$ cat config.mk
export PLATFORM = sky130hd
export DESIGN_NAME = ra_pq_gen_flat
export DESIGN_NICKNAME = d
export VERILOG_FILES = /design/src/rtl/ra_pq_gen_pkg.sv /design/src/rtl/ra_pq_gen_if.sv /design/src/rtl/ra_pq_gen_cas.sv /design/src/rtl/ra_pq_gen.sv /design/src/flat_wrapper.sv
export SDC_FILE = /design/constraint.sdc
export NUM_CORES = 2
export LEC_CHECK = 0
export CAP_MARGIN = 20
export CORE_ASPECT_RATIO = 1.25
export CORE_MARGIN = 8
export CORE_UTILIZATION = 35
export DETAILED_ROUTE_END_ITERATION = 8
export PLACE_DENSITY_LB_ADDON = 0.15
export SLEW_MARGIN = 10
export SYNTH_ARGS = -nofsm -noshare
export SYNTH_HDL_FRONTEND = slang
export SYNTH_SLANG_ARGS = --single-unit
$ cat constraint.sdc
create_clock -name clk -period 6.24 [get_ports clk]
set_input_delay 1.872 -clock clk [delete_from_list [all_inputs] [get_ports clk]]
set_output_delay 1.872 -clock clk [all_outputs]
set_load 0.05 [all_outputs]
$ cat src/rtl/ra_pq_gen_pkg.sv
// ra_pq_gen_pkg: shared types and the ordering helper for the register-array
// priority queue.
//   pq_mode_e  - single-cycle vs alternating-cycle operation
//   pq_phase_e - accept/sort phase of the alternating-cycle mode
//   pq_better  - 1 when entry a belongs at the lower (closer-to-head) index
package ra_pq_gen_pkg;

    typedef enum logic {
        PQ_SINGLE    = 1'b0,
        PQ_TWO_PHASE = 1'b1
    } pq_mode_e;

    typedef enum logic {
        PH_ACCEPT = 1'b0,
        PH_SORT   = 1'b1
    } pq_phase_e;

    // Widest key the helper can compare; narrower keys are zero-extended.
    localparam int unsigned PQ_KEY_MAX_W = 64;

    // Strict ordering: equal valid keys return 0 so ties never swap.
    // An invalid entry is worse than any valid key in both orderings.
    function automatic logic pq_better(
        input logic                    va,
        input logic [PQ_KEY_MAX_W-1:0] ka,
        input logic                    vb,
        input logic [PQ_KEY_MAX_W-1:0] kb,
        input logic                    max_first
    );
        logic r;
        if (!va) begin
            r = 1'b0;
        end else if (!vb) begin
            r = 1'b1;
        end else if (max_first) begin
            r = (ka > kb);
        end else begin
            r = (ka < kb);
        end
        return r;
    endfunction

endpackage

$ cat src/rtl/ra_pq_gen_if.sv
// ra_pq_gen_if: request/response bundle of the priority queue.
//   enq, deq, kvi             - requests from the scheduler front end
//   kvo, empty, full, busy,
//   count, err                - head entry and status from the queue
// master = front end, slave = queue.
interface ra_pq_gen_if #(
    parameter int unsigned CAPACITY = 16,
    parameter int unsigned KEY_W    = 16,
    parameter int unsigned VAL_W    = 16
);
    localparam int unsigned CW = $clog2(CAPACITY + 1);

    logic                   enq;
    logic                   deq;
    logic [KEY_W+VAL_W-1:0] kvi;
    logic [KEY_W+VAL_W-1:0] kvo;
    logic                   empty;
    logic                   full;
    logic                   busy;
    logic [CW-1:0]          count;
    logic                   err;

    modport master (
        output enq, deq, kvi,
        input  kvo, empty, full, busy, count, err
    );

    modport slave (
        input  enq, deq, kvi,
        output kvo, empty, full, busy, count, err
    );
endinterface

$ cat src/rtl/ra_pq_gen_cas.sv
// ra_pq_cas: combinational compare-and-swap of two {valid, key, value}
// entries. The better entry leaves on lo_o (lower slot index).
//   a_i  - entry currently at the lower index
//   b_i  - entry currently at the higher index
//   lo_o - better of the two (a_i on a tie)
//   hi_o - the other one
module ra_pq_cas
    import ra_pq_gen_pkg::*;
#(
    parameter int unsigned KEY_W     = 16,
    parameter int unsigned VAL_W     = 16,
    parameter int unsigned MAX_FIRST = 0
) (
    input  logic [KEY_W+VAL_W:0] a_i,
    input  logic [KEY_W+VAL_W:0] b_i,
    output logic [KEY_W+VAL_W:0] lo_o,
    output logic [KEY_W+VAL_W:0] hi_o
);
    localparam int unsigned VB = KEY_W + VAL_W;   // valid bit position

    logic swap;

    always_comb begin
        swap = pq_better(b_i[VB], PQ_KEY_MAX_W'(b_i[VB-1:VAL_W]),
                         a_i[VB], PQ_KEY_MAX_W'(a_i[VB-1:VAL_W]),
                         MAX_FIRST != 0);
        lo_o = swap ? b_i : a_i;
        hi_o = swap ? a_i : b_i;
    end
endmodule

$ cat src/rtl/ra_pq_gen.sv
// ra_pq_gen: parametrised register-array min/max priority queue.
//   clk, rst - clock, synchronous active-high reset
//   pq       - slave side of ra_pq_gen_if:
//              enq/deq/kvi requests; kvo head entry (0 when empty),
//              empty, full, busy (ops ignored this cycle), count, err pulse.
// Each accepted op goes through a front mux (push/replace/pop) followed by an
// odd-pair compare stage (A) and an even-pair compare stage (B). In the
// two-phase mode A and B are registered on alternate cycles and share one
// bank of compare-and-swap cells.
module ra_pq_gen
    import ra_pq_gen_pkg::*;
#(
    parameter int unsigned CAPACITY  = 16,
    parameter int unsigned KEY_W     = 16,
    parameter int unsigned VAL_W     = 16,
    parameter int unsigned TWO_PHASE = 1,
    parameter int unsigned MAX_FIRST = 0
) (
    input  logic        clk,
    input  logic        rst,
    ra_pq_gen_if.slave  pq
);
    localparam int unsigned EW   = 1 + KEY_W + VAL_W;
    localparam int unsigned CW   = $clog2(CAPACITY + 1);
    localparam int unsigned NP   = CAPACITY / 2;
    localparam pq_mode_e    MODE = (TWO_PHASE != 0) ? PQ_TWO_PHASE : PQ_SINGLE;

    if ((CAPACITY < 2) || (CAPACITY % 2 != 0)) begin : g_cap_chk
        $error("ra_pq_gen: CAPACITY must be even and >= 2");
    end
    if (KEY_W > PQ_KEY_MAX_W) begin : g_key_chk
        $error("ra_pq_gen: KEY_W exceeds PQ_KEY_MAX_W");
    end

    typedef struct packed {
        logic             v;
        logic [KEY_W-1:0] k;
        logic [VAL_W-1:0] d;
    } slot_t;

    // Index 0 is slot 1 (the head).
    slot_t         slot_q [CAPACITY];
    slot_t         slot_d [CAPACITY];
    slot_t         mux_s  [CAPACITY];
    logic [CW-1:0] count_q, count_d;
    logic          empty_q, full_q;
    logic          err_q, err_d;
    pq_phase_e     phase_q, phase_d;

    logic  busy;
    logic  do_rep, do_push, do_pop;
    slot_t ins;

    // ---------------- phase FSM + op decode ----------------
    always_comb begin
        phase_d = PH_ACCEPT;
        if (MODE == PQ_TWO_PHASE && phase_q == PH_ACCEPT) begin
            phase_d = PH_SORT;
        end

        busy    = (phase_q == PH_SORT);
        do_rep  = !busy && pq.enq && pq.deq && !empty_q;
        do_push = !busy && pq.enq && (!pq.deq || empty_q) && !full_q;
        do_pop  = !busy && pq.deq && !pq.enq && !empty_q;

        if (busy) begin
            err_d = pq.enq || pq.deq;
        end else begin
            err_d = (pq.enq && !pq.deq && full_q) || (pq.deq && !pq.enq && empty_q);
        end

        count_d = count_q;
        if (do_push) begin
            count_d = count_q + CW'(1);
        end else if (do_pop) begin
            count_d = count_q - CW'(1);
        end
    end

    // ---------------- front mux ----------------
    always_comb begin
        logic hole;
        ins.v = 1'b1;
        ins.k = pq.kvi[KEY_W+VAL_W-1:VAL_W];
        ins.d = pq.kvi[VAL_W-1:0];
        hole  = 1'b0;
        for (int unsigned i = 0; i < CAPACITY; i++) begin
            mux_s[i] = slot_q[i];
        end
        if (do_push) begin
            // Pops leave invalid holes that sink only one slot per op, so
            // the tail can still be valid when count < CAPACITY. The shift
            // stops at the first hole, which absorbs it; nothing valid is
            // pushed off the end.
            mux_s[0] = ins;
            for (int unsigned i = 1; i < CAPACITY; i++) begin
                hole     = hole || !slot_q[i-1].v;
                mux_s[i] = hole ? slot_q[i] : slot_q[i-1];
            end
        end else if (do_rep) begin
            mux_s[0] = ins;
        end else if (do_pop) begin
            mux_s[0].v = 1'b0;
        end
    end

    // ---------------- compare stages ----------------
    if (MODE == PQ_SINGLE) begin : g_single
        logic [EW-1:0] a_lo [NP];
        logic [EW-1:0] a_hi [NP];
        slot_t         sa   [CAPACITY];

        for (genvar j = 0; j < NP; j++) begin : g_a
            ra_pq_cas #(
                .KEY_W     (KEY_W),
                .VAL_W     (VAL_W),
                .MAX_FIRST (MAX_FIRST)
            ) u_cas (
                .a_i  (mux_s[2*j]),
                .b_i  (mux_s[2*j+1]),
                .lo_o (a_lo[j]),
                .hi_o (a_hi[j])
            );
        end

        always_comb begin
            for (int unsigned j = 0; j < NP; j++) begin
                sa[2*j]   = a_lo[j];
                sa[2*j+1] = a_hi[j];
            end
        end

        if (NP > 1) begin : g_b
            logic [EW-1:0] b_lo [NP-1];
            logic [EW-1:0] b_hi [NP-1];

            for (genvar j = 0; j < NP - 1; j++) begin : g_cas
                ra_pq_cas #(
                    .KEY_W     (KEY_W),
                    .VAL_W     (VAL_W),
                    .MAX_FIRST (MAX_FIRST)
                ) u_cas (
                    .a_i  (sa[2*j+1]),
                    .b_i  (sa[2*j+2]),
                    .lo_o (b_lo[j]),
                    .hi_o (b_hi[j])
                );
            end

            always_comb begin
                slot_d[0]          = sa[0];
                slot_d[CAPACITY-1] = sa[CAPACITY-1];
                for (int unsigned j = 0; j < NP - 1; j++) begin
                    slot_d[2*j+1] = b_lo[j];
                    slot_d[2*j+2] = b_hi[j];
                end
            end
        end else begin : g_nob
            always_comb begin
                for (int unsigned i = 0; i < CAPACITY; i++) begin
                    slot_d[i] = sa[i];
                end
            end
        end
    end else begin : g_two
        // One bank of NP cells: odd pairs of the mux output on PH_ACCEPT,
        // even pairs of the stored slots on PH_SORT (last cell idle there).
        logic [EW-1:0] c_a  [NP];
        logic [EW-1:0] c_b  [NP];
        logic [EW-1:0] c_lo [NP];
        logic [EW-1:0] c_hi [NP];

        always_comb begin
            for (int unsigned j = 0; j < NP; j++) begin
                if (phase_q == PH_ACCEPT) begin
                    c_a[j] = mux_s[2*j];
                    c_b[j] = mux_s[2*j+1];
                end else if (j < NP - 1) begin
                    c_a[j] = slot_q[2*j+1];
                    c_b[j] = slot_q[2*j+2];
                end else begin
                    c_a[j] = slot_q[2*j];
                    c_b[j] = slot_q[2*j+1];
                end
            end
        end

        for (genvar j = 0; j < NP; j++) begin : g_cas
            ra_pq_cas #(
                .KEY_W     (KEY_W),
                .VAL_W     (VAL_W),
                .MAX_FIRST (MAX_FIRST)
            ) u_cas (
                .a_i  (c_a[j]),
                .b_i  (c_b[j]),
                .lo_o (c_lo[j]),
                .hi_o (c_hi[j])
            );
        end

        always_comb begin
            for (int unsigned i = 0; i < CAPACITY; i++) begin
                slot_d[i] = slot_q[i];
            end
            if (phase_q == PH_ACCEPT) begin
                for (int unsigned j = 0; j < NP; j++) begin
                    slot_d[2*j]   = c_lo[j];
                    slot_d[2*j+1] = c_hi[j];
                end
            end else begin
                for (int unsigned j = 0; j < NP - 1; j++) begin
                    slot_d[2*j+1] = c_lo[j];
                    slot_d[2*j+2] = c_hi[j];
                end
            end
        end
    end

    // ---------------- state registers ----------------
    always_ff @(posedge clk) begin
        if (rst) begin
            for (int unsigned i = 0; i < CAPACITY; i++) begin
                slot_q[i] <= '0;
            end
            count_q <= '0;
            empty_q <= 1'b1;
            full_q  <= 1'b0;
            err_q   <= 1'b0;
            phase_q <= PH_ACCEPT;
        end else begin
            for (int unsigned i = 0; i < CAPACITY; i++) begin
                slot_q[i] <= slot_d[i];
            end
            count_q <= count_d;
            empty_q <= (count_d == '0);
            full_q  <= (count_d == CW'(CAPACITY));
            err_q   <= err_d;
            phase_q <= phase_d;
        end
    end

    assign pq.kvo   = slot_q[0].v ? {slot_q[0].k, slot_q[0].d} : '0;
    assign pq.count = count_q;
    assign pq.empty = empty_q;
    assign pq.full  = full_q;
    assign pq.err   = err_q;
    assign pq.busy  = busy;

endmodule

$ cat src/flat_wrapper.sv
// flat-port wrapper written by rule: the top's interface ports become plain ports
module ra_pq_gen_flat import ra_pq_gen_pkg::*;
#(
    parameter int unsigned CAPACITY  = 16,
    parameter int unsigned KEY_W     = 16,
    parameter int unsigned VAL_W     = 16,
    parameter int unsigned TWO_PHASE = 1,
    parameter int unsigned MAX_FIRST = 0
)
  (clk, rst, pq_enq, pq_deq, pq_kvi, pq_kvo, pq_empty, pq_full, pq_busy, pq_count, pq_err);
  ra_pq_gen_if #(.CAPACITY(CAPACITY), .KEY_W(KEY_W), .VAL_W(VAL_W)) pq_i ();
  input  logic clk;
  input  logic rst;
  input wire logic [$bits(pq_i.enq)-1:0] pq_enq;
  input wire logic [$bits(pq_i.deq)-1:0] pq_deq;
  input wire logic [$bits(pq_i.kvi)-1:0] pq_kvi;
  output wire logic [$bits(pq_i.kvo)-1:0] pq_kvo;
  output wire logic [$bits(pq_i.empty)-1:0] pq_empty;
  output wire logic [$bits(pq_i.full)-1:0] pq_full;
  output wire logic [$bits(pq_i.busy)-1:0] pq_busy;
  output wire logic [$bits(pq_i.count)-1:0] pq_count;
  output wire logic [$bits(pq_i.err)-1:0] pq_err;
  assign pq_i.enq = pq_enq;
  assign pq_i.deq = pq_deq;
  assign pq_i.kvi = pq_kvi;
  assign pq_kvo = pq_i.kvo;
  assign pq_empty = pq_i.empty;
  assign pq_full = pq_i.full;
  assign pq_busy = pq_i.busy;
  assign pq_count = pq_i.count;
  assign pq_err = pq_i.err;
  ra_pq_gen #(.CAPACITY(CAPACITY), .KEY_W(KEY_W), .VAL_W(VAL_W), .TWO_PHASE(TWO_PHASE), .MAX_FIRST(MAX_FIRST)) u_core (.clk(clk), .rst(rst), .pq(pq_i));
endmodule
* Word-level counts from Yosys, hierarchy flattened
Memories as Yosys holds them, arrays and structs flattened. Cells that the tools add are included.
Word-level totals: memories kept 1, output and inout bits 41, register bits after elaboration 9, input bits 36, logic and storage cells 178, bits in writable memories 528
Memories:
- u_core.slot_q | words 16, width 33, rd ports 16, clocked after Yosys merged registers in 0, wr ports 16, line ra_pq_gen.sv:42 | slot_t slot_q [CAPACITY];
Operators by class: eq/ne operators 1, reduce and logical (&&, ||, !) cells 50, $add $sub $neg 2, $lt $le $gt $ge 8, multiplexer cells 95, bitwise logic cells 16
Operator list (number):
- $mux W33 | 66
- $mux W495 | 1
- $mux W462 | 1
- $lt A16 B16 Y1 | 8
- $mux W32 | 2
- $mux W1 | 23
- $logic_not A1 Y1 | 20
- $logic_or A1 B1 Y1 | 17
- $or A1 B1 Y1 | 16
- $logic_and A1 B1 Y1 | 12
- $mux W5 | 2
- $add A5 B1 Y5 const B | 1
- $eq A5 B5 Y1 const B | 1
- $logic_not A5 Y1 | 1
- $sub A5 B1 Y5 const B | 1

* Depth between registers and ports, before layout
An unclocked memory read counts as a cell.
depth after elaboration 25, mapped depth 23, depth with buffers taken out 17

* Hierarchy
Synthesis repeated with hierarchy kept, for this count alone.
Second synthesis, totals: cell total of the unflattened synthesis 4560, area total of the unflattened synthesis 40557.6 sq um
Modules (own cells, without submodules):
- ra_pq_gen | seq. area each 10750.3 sq um, cells each 3536, times used 1, area an instance 29507.0 sq um
- ra_pq_cas | seq. area each 0.0 sq um, cells each 128, times used 8, area an instance 1381.3 sq um

* Least setup slack after synthesis
Ideal clock, no wire load.
path kind input -> register, start in pq_enq, end mem u_core.slot_q[1][205] (netlist bit), setup slack -91 ps, arrival 6209 ps, cell stages on the path 19, data required time 6118 ps, path buffers 5, setup time 122 ps, cells stage by stage or3b_1 buf_6 nor4_4 buf_4 nand3_1 buf_1 mux2i_1 o21ai_0 ha_1 and4_1 a2111oi_0 o21ai_0 a221o_1 nor3_2 o211ai_1 and2_1 buf_2 buf_2 a221o_1
RTL lines:
- from (decl) | line flat_wrapper.sv:14 | input wire logic [$bits(pq_i.enq)-1:0] pq_enq;
- to (decl) | line ra_pq_gen.sv:42

==> results_dict.tcl <==
set metrics [dict create \
    multi_input_area_sq_um 24400 \
    ys.flop_type "dfxtp_1" \
    r2r_cells 19 \
    n_fill_cell 10633 \
    die_h_microns 379 \
    setup_ws_ps 44.3 \
    dpl.hpwl_mm 75.6 \
    path_cells "clkdlybuf4s50_1, or3b_4, nor4_4, buf_6, nand3_2, buf_4, mux2i_1, o21ai_1, ha_1, and4_1, a2111oi_2, buf_4, o21ai_1, a221o_1, o32ai_1, o211ai_1, buf_4, buf_12, mux2i_2, o22ai_1" \
    finalHoldViolCount 0 \
    p_seq_share_pct 38.5 \
    diodes 0 \
    cts_buffers 61 \
    p_int_uw 6710 \
    syn_to_final_growth_pct 20.8 \
    max_cap_viol_count 0 \
    worst_r2r_endpoint "u_core.slot_q[1][136]$_SDFF_PP0_" \
    cts_max_level 2 \
    cp.required_ps 6710 \
    post_dp_cell_area_sq_um 42000 \
    setup_violations 0 \
    cp_common_cell "buf_4" \
    num_vias 32940 \
    critPathMaxStageDelay_ps 540 \
    p_sw_share_pct 31.2 \
    synth_top_area_share_pct 29.1 \
    dieArea_sq_um 116000 \
    drive_above_1_share_pct 15.8 \
    slew_headroom_pct 26.2 \
    finalMaxSlewViolations 0 \
    r2r_slack_ps 1220 \
    initial_core_util_pct 35.2 \
    regArea_sq_um 10800 \
    yosys.area.top_type "dfxtp_1" \
    power.density_nw_per_um2 219 \
    clkSlewWorstSetupHoldPaths_ps 60 \
    clockPowerShare_pct 38.1 \
    synth_edf_count 0 \
    core_area_sq_um 105000 \
    tritoncts "done" \
    clockRootBuffer "clkbuf_16" \
    dieWidth_microns 307 \
    clkLatencyLatePin_ps 660 \
    finalNetCount 4989 \
    antenna_found_initial 0 \
    max_freq_mhz 161 \
    remaining_drc_errors 0 \
    rsz0062_at_grt "yes" \
    min_period_ps 6200 \
    clockBufferDepth 3 \
    pin_count 77 \
    skew_ps 30.7 \
    slowest_stage "clkdlybuf4s50_1" \
    avgSynthCellArea_sq_um 8.04 \
    drtIter0Drc 1965 \
    crit_family "compound AO/OA/AOI/OAI gates" \
    p_switching_uw 3040 \
    synth_nets 4758 \
    gp_congestion 0.839 \
    row_count 133 \
    fin_crit_sh_pct 99.3 \
    grt_pass1_wl_mm 177 \
    overflow 0 \
    critPathArrivalTime_ps 6670 \
    worstHoldPathType "flop to flop" \
    synth_cells 4600 \
    grt_pass1_vias 32449 \
    outcome "completed" \
    synth-seq-cells 537 \
    worst_slew_pin_slew_ps 1110 \
    dr.pass1.iters 5 \
    cp-startpoint "pq_enq" \
    post_synth_num_cell_types 89 \
    endpoint "u_core.slot_q[1][136]$_SDFF_PP0_" \
    combPwrFrac_pct 23.4 \
    cp-start-kind "primary input" \
    critical_path_class "primary input to flop" \
    yosysSeqAreaShare_pct 29.1 \
    ir_drop_mv 0.200 \
    vias_per_cell 5.23 \
    synth_warnings 0 \
    worst-path-buf-inv 6 \
    cts_sinks 537 \
    grt_start_max_net_pins 221 \
    ant_nets 0 \
    postSynth.asyncResetShare_pct 0 \
    final_area_sq_um 44600 \
    grt_usage_pct 18.0 \
    rr_startpoint "u_core.slot_q[0][98]$_SDFF_PP0_" \
    routed_wl_mm 110 \
    port_buffers 76 \
    cp-end-kind "flop" \
    synth.area.top_cells "dfxtp_1, mux2i_1, o21ai_0, nand2_1, ha_1" \
    p_leak_uw 0.0183 \
    crit_cells 20 \
    critPathMaxFanout 34 \
    syn-cell-area_sq_um 37000 \
    post-place-ws_ps -921 \
    wire_per_inst_microns 17.4 \
]
## timing repair
item | CTS | global route
hold buffers | 0 | 0
pin swaps | 2 | 17
resized for setup | 16 | 92
setup buffers | 1 | 16
endpoints found under the setup margin | 201 | 337
cloned | 0 | 5
## layout by cell type, fill, tap and decap left out, types with 21 or more instances in the layout
master / n
a211oi_1: 56
a21o_1: 25
o22ai_1: 131
buf_12: 53
nand4_1: 23
clkbuf_8: 25
mux2i_1: 855
clkdlybuf4s50_1: 75
clkbuf_16: 65
or3_1: 21
nor2b_1: 24
buf_4: 412
a221o_1: 49
mux2_2: 74
inv_1: 124
o211ai_1: 21
o21ai_1: 79
ha_1: 122
nand3_1: 66
nand2_1: 647
and2_1: 37
dfxtp_1: 536
nor2_1: 281
o21ai_0: 507
a21oi_1: 236
## final cells by class
type	count	share of cell area (%)
multi-input cells	3543	54.6
flip-flops and latches	537	24.1
repair buffers	561	11.6
clock buffers	94	4.26
well taps	1417	3.97
inverters	127	1.08
clock inverters	19	0.325
## tightest hold or removal path: cells and delay by family (launching register included)
| family | cells | cell delay (ps) |
|---|---|---|
| AO/OA/AOI/OAI | 1 | 50 |
| flip-flops | 1 | 310 |
| AND/OR/NAND/NOR | 1 | 60 |
## logic make-up (layout without fill, tap and decap cells)
kind of cell | count (synthesis) | in the layout | synth area share (%)
DFF | 537 | 537 | 29.1
buffers and inverters | 520 | 801 | 6.04
muxes | 952 | 952 | 26.1
adders and majority gates | 127 | 127 | 4.26
AOI/OAI and AO/OA | 1260 | 1260 | 20.4
xor gates and xnor gates | 5 | 5 | 0.159
and+or+nand+nor | 1199 | 1199 | 13.9
## power by group through the flow
stage	Clock (uW)	Combinational (uW)	Sequential, uW
after floorplan	0	1450	3790
after global placement	0	2200	3820
after detailed placement	0	2210	3820
after CTS	3850	2230	3750
after global routing	3970	2480	3770
final	3720	2280	3750
## synthesized netlist by cell type (8+ instances only)
cell / count
clkbuf_1: 241
nor2b_1: 25
a31oi_1: 11
nand2_1: 653
o21bai_1: 16
o221ai_2: 10
a21oi_1: 240
buf_2: 83
nand3_1: 69
a21o_1: 25
buf_1: 40
o21ai_1: 51
o21a_1: 10
and3_1: 19
or3_1: 22
o221ai_1: 9
mux2_1: 8
o211ai_1: 21
and2_1: 37
o22ai_1: 131
mux2_2: 74
nand4_1: 23
nor3_1: 22
mux2i_1: 868
nor2_1: 285
inv_1: 126
ha_1: 122
a211oi_1: 63
o21ai_0: 539
buf_6: 18
a221oi_1: 21
a221o_1: 49
buf_4: 11
dfxtp_1: 537
## metrics by stage
step           TNS (ps)  hold slack, ps  total power (uW)  std cells  util, %
2_1_floorplan         0             441              5230       4600        -
3_3_place_gp    -289060             453              6020       6163     40.0
3_5_place_dp    -293650             454              6030       6163     40.0
4_1_cts               0             467              9820       6277     42.0
5_1_grt            -245             483             10200       6298     42.5
6_report              0             468              9760       6298     42.5
## per-layer routing
metal | vias to the layer above | wire [microns] | share of wire (%) | GRT usage [%]
met3 | 121 | 3380 | 3.1 | 2.23
met1 | 15277 | 51400 | 47 | 23.2
met2 | 446 | 52800 | 48 | 31.7
met5 | - | 0 | 0 | 0
met4 | 0 | 2060 | 1.9 | 4.26
li1 | 17096 | - | - | -
## registers in the layout (all words and copies together), names as in the netlist
name	count
u_core.pq.empty	1
u_core.pq.full	1
u_core.pq.busy	1
u_core.pq.count	5
u_core.slot_q	528
u_core.pq.err	1
## how the worst min path moves through the flow
stage	start	end	slack, ps	cells after the start
finish	u_core.slot_q[1][251]$_SDFFE_PP0N_	u_core.slot_q[1][251]$_SDFFE_PP0N_	470	2
global route	u_core.slot_q[1][255]$_SDFFE_PP0N_	u_core.slot_q[1][255]$_SDFFE_PP0N_	480	2
CTS	u_core.slot_q[1][251]$_SDFFE_PP0N_	u_core.slot_q[1][251]$_SDFFE_PP0N_	470	2
detailed placement	u_core.slot_q[1][251]$_SDFFE_PP0N_	u_core.slot_q[1][251]$_SDFFE_PP0N_	450	2
global placement	u_core.slot_q[1][255]$_SDFFE_PP0N_	u_core.slot_q[1][255]$_SDFFE_PP0N_	450	2
floorplan	u_core.slot_q[1][248]$_SDFFE_PP0N_	u_core.slot_q[1][248]$_SDFFE_PP0N_	440	2
Note: power is estimated with default switching activity, not from simulation.
